===== config.mk =====
export PLATFORM = sky130hd
export DESIGN_NAME = interfere_pcs_hss
export DESIGN_NICKNAME = d
export VERILOG_FILES = /design/src/rtl/interfere_pcs_hss.sv
export SDC_FILE = /design/constraint.sdc
export NUM_CORES = 1
export LEC_CHECK = 0
export BUFFER_PORTS_ARGS = -buffer_cell sky130_fd_sc_hd__buf_2
export CORE_ASPECT_RATIO = 1.75
export CORE_MARGIN = 2
export CORE_UTILIZATION = 37
export DETAILED_ROUTE_END_ITERATION = 7
export GPL_TIMING_DRIVEN = 0
export PLACE_DENSITY = 0.72
export SETUP_SLACK_MARGIN = 0.3
export SLEW_MARGIN = 20
export SYNTH_ARGS = -nofsm -noshare
export SYNTH_HDL_FRONTEND = slang
export SYNTH_SLANG_ARGS = --single-unit

===== constraint.sdc =====
create_clock -name TXDCLK -period 0.8 [get_ports TXDCLK]
set_input_delay 0.08 -clock TXDCLK [delete_from_list [all_inputs] [get_ports TXDCLK]]
set_output_delay 0.08 -clock TXDCLK [all_outputs]
set_load 0.02 [all_outputs]

===== src/rtl/interfere_pcs_hss.sv =====
// interfere_pcs_hss: registers each TX PCS word and, when enabled, flips LFSR-chosen bits every ERR_PERIOD words.
module interfere_pcs_hss #(
  parameter int          DATA_WIDTH = 32,
  parameter bit          ERR_EN     = 1'b0,
  parameter int          ERR_PERIOD = 4096,
  parameter int          ERR_BITS   = 1,
  parameter logic [31:0] LFSR_SEED  = 32'hACE12468
) (
  input  logic                  TXDCLK,
  input  logic                  Rst,
  input  logic [DATA_WIDTH-1:0] Din,
  output logic [DATA_WIDTH-1:0] Dout
);
  localparam int IW = $clog2(DATA_WIDTH);
  localparam int CW = $clog2(ERR_PERIOD) + 1;
  localparam logic [DATA_WIDTH-1:0] ONE = DATA_WIDTH'(1);
  logic [CW-1:0]         cnt_q, cnt_d;
  logic [31:0]           lfsr_q, lfsr_d;
  logic [DATA_WIDTH-1:0] dout_q, dout_d, mask;
  logic [IW-1:0]         idx, idx2;
  logic                  ev;
  always_comb begin
    ev     = cnt_q == CW'(ERR_PERIOD - 1);
    cnt_d  = ev ? '0 : cnt_q + CW'(1);
    lfsr_d = {lfsr_q[30:0], lfsr_q[31] ^ lfsr_q[21] ^ lfsr_q[1] ^ lfsr_q[0]};
    idx    = lfsr_q[IW-1:0];
    // second bit sits half a word away, so the two flips never coincide
    idx2   = idx + IW'(DATA_WIDTH / 2);
    mask   = (ERR_EN && ev) ? ((ONE << idx) | ((ERR_BITS == 2) ? (ONE << idx2) : '0)) : '0;
    dout_d = Din ^ mask;
  end
  always_ff @(posedge TXDCLK) begin
    if (Rst) begin
      cnt_q  <= '0;
      lfsr_q <= LFSR_SEED;
      dout_q <= '0;
    end else begin
      cnt_q  <= cnt_d;
      lfsr_q <= lfsr_d;
      dout_q <= dout_d;
    end
  end
  assign Dout = dout_q;
endmodule


After elaboration in Yosys (flattened, before gate mapping)
Cells that the tools add are included.
{"block": "word_totals", "inputBits": 34, "out_inout_bits": 32, "register_bits": 32, "word_cells": 1}

Longest topological paths before layout
{"block": "logic_depth", "depth_word": 0, "mapped_depth": 2}

Least setup slack after synthesis
Ideal clock, no wire load.
{"block": "synth_path", "kind": "flip-flop to output port", "startpoint": "reg dout_q[0] (netlist: Dout[0])", "endpoint": "out Dout[0]", "t_required_ns": 0.720, "n_path_buf": 0, "arrival_time_ns": 0.395, "stages_incl_launch_ff": 1, "setup_slack_ns": 0.325, "cell_sequence": "dfxtp_1"}
{"element": "start: declaration", "line": "19", "text": "logic [DATA_WIDTH-1:0] dout_q, dout_d, mask;"}
{"element": "start signal: assignment", "line": "40", "text": "dout_q <= dout_d;"}
{"element": "end: declaration", "line": "12", "text": "output logic [DATA_WIDTH-1:0] Dout"}
No word-level cell between the ends.

Worst setup path after layout
{"block": "layout_path", "startpoint": "reg dout_q[2] (netlist: Dout[2])", "endpoint": "out Dout[2]"}
No word-level cell between the ends.

==> impl_metrics.tcl <==
set metrics [dict create \
    required_ns 0.72 \
    antenna_found_initial 0 \
    numCtsBuffers 5 \
    vias_per_cell 4.23 \
    synth_cells 67 \
    vias 698 \
    postSynthAreaPerCell_um2 12.9 \
    grt_pass1_vias 741 \
    finalPower_mw 3.40 \
    timing.critical_path.buf_inv 1 \
    ios 66 \
    placed_area_um2 1220 \
    grt_max_degree 11 \
    final_common_cell "buf_2" \
    layout-drive-gt1-share_pct 75.7 \
    insertedDiodeCount 0 \
    row_count 23 \
    cts-root-buf "clkbuf_8" \
    p_leak_nw 0.730 \
    coreArea_um2 2240 \
    setup-tns-final_ns 0 \
    yosysWarnings 0 \
    postCtsSetupBuffers 0 \
    layout_common_cells "buf_2 (33), dfxtp_2 (32), nor2b_1 (32), buf_6 (32), clkbuf_8 (6)" \
    cts_tree "done" \
    fmax_ghz 1.26 \
    ant_nets 0 \
    crit_arrival_ns 0.71 \
    drc 0 \
    cp.depth 1 \
    start_kind "register" \
    clockBufferDepth 2 \
    critPathCaptureType "primary output" \
    ys_ff_latch 32 \
    synth-seq-area-share_pct 74.2 \
    clk_pin_slew_worst_paths_ns 0.06 \
    slowest_stage "dfxtp_2" \
    period_minus_slack_ns 0.794 \
    start_util_pct 38.5 \
    h-tree-depth 2 \
    synth_cell_types 3 \
    path_cells "buf_6" \
    powerDensity_nw_per_um2 2190 \
    place.port_buffers 65 \
    grt-ovfl-total 0 \
    routed_wl_mm 1.91 \
    gp_congestion 0.648 \
    slew_viol_final 0 \
    hold_path_depth 2 \
    worst_slack_ns 0.00577 \
    finish.utilization_pct 69.1 \
    peakVddDrop_mv 1.74 \
    syn_nets 101 \
    grt_first_pass_wirelength_mm 2.83 \
    clock-sinks 32 \
    critPathKind "register to primary output" \
    grt_usage_pct 15.9 \
    dieArea_um2 2750 \
    nets 173 \
    fp.dieH_um 67.9 \
    dpl.hpwl_mm 1.42 \
    finalCritPeriodShare_pct 99.3 \
    die_w_um 40.5 \
    finalHoldViolCount 0 \
    syn_area_um2 863 \
    syn_to_final_growth_pct 79.6 \
    critPathMaxFanout 1 \
    dr.first_iter.drc_count 3 \
    status "complete, no violations" \
    holdCritPathClass "input pin to register" \
    finalSetupViolCount 0 \
    worstMarginPinSlew_ns 0.104 \
    largest_reg_flops 32 \
    crit_family "flip-flops" \
    dp_slack_ns 0.224 \
    dr.pass1.iters 2 \
    post_drt_wl_per_cell_um 11.6 \
    crit_path_max_incr_delay_ns 0.32 \
    relSlewSlack_pct 93.0 \
    final_area_um2 1550 \
    rsz0062_at_grt "true" \
    max_cap_violations 0 \
]
==> per-stage QoR <==
stage	cells	hold slack (ns)
floorplan	67	0.152
finish	165	0.0141
global route	165	0.00950
global placement	157	0.287
CTS	165	0.00348
detailed placement	157	0.295
==> synth_stat cells <==
cell | number | area share [%]
dfxtp_1 | 32 | 74
nor2b_1 | 32 | 23
buf_4 | 3 | 2.6
==> metal layers <==
metal | vias to the layer above | routed length [µm] | GRT usage [%]
li1 | 343 | - | -
met1 | 306 | 537 | 11.8
met4 | 0 | 25 | 8.75
met2 | 45 | 1170 | 29.8
met3 | 4 | 172 | 7.47
met5 | - | 0 | 0
==> repair_timing <==
action,CTS,global route
pin swaps,0,0
endpoints found under the setup margin,32,32
hold buffers,0,0
gates resized for setup,96,0
endpoints found under the hold margin,0,0
==> power breakdown <==
group	internal [mW]	switching [mW]	leakage, nW
Clock	0.700	0.506	0.0455
Sequential	1.70	0.0404	0.275
Combinational	0.259	0.194	0.409
Total	2.66	0.741	0.730
==> path summary, 6_finish.rpt <==
| kind | from | endpoint | slack [ns] |
|---|---|---|---|
| hold / removal | Din[11] | Dout[11] | 0.01 |
| setup / recovery | Dout[2] | Dout[2] | 0.006 |
==> final cells by class <==
type / instances / area, µm²
multi-input combinational: 32 / 200
timing repair buffer: 65 / 526
fill: 174 / 694
clock buffer: 8 / 90.1
buffer: 3 / 22.5
tap: 25 / 31.3
sequential: 32 / 681
==> cells by family after synthesis <==
kind of cell,count (synthesis),synth area share (%)
buf+inv,3,2.61
flops,32,74.2
simple gates,32,23.2
(Power assumes the default switching activity.)
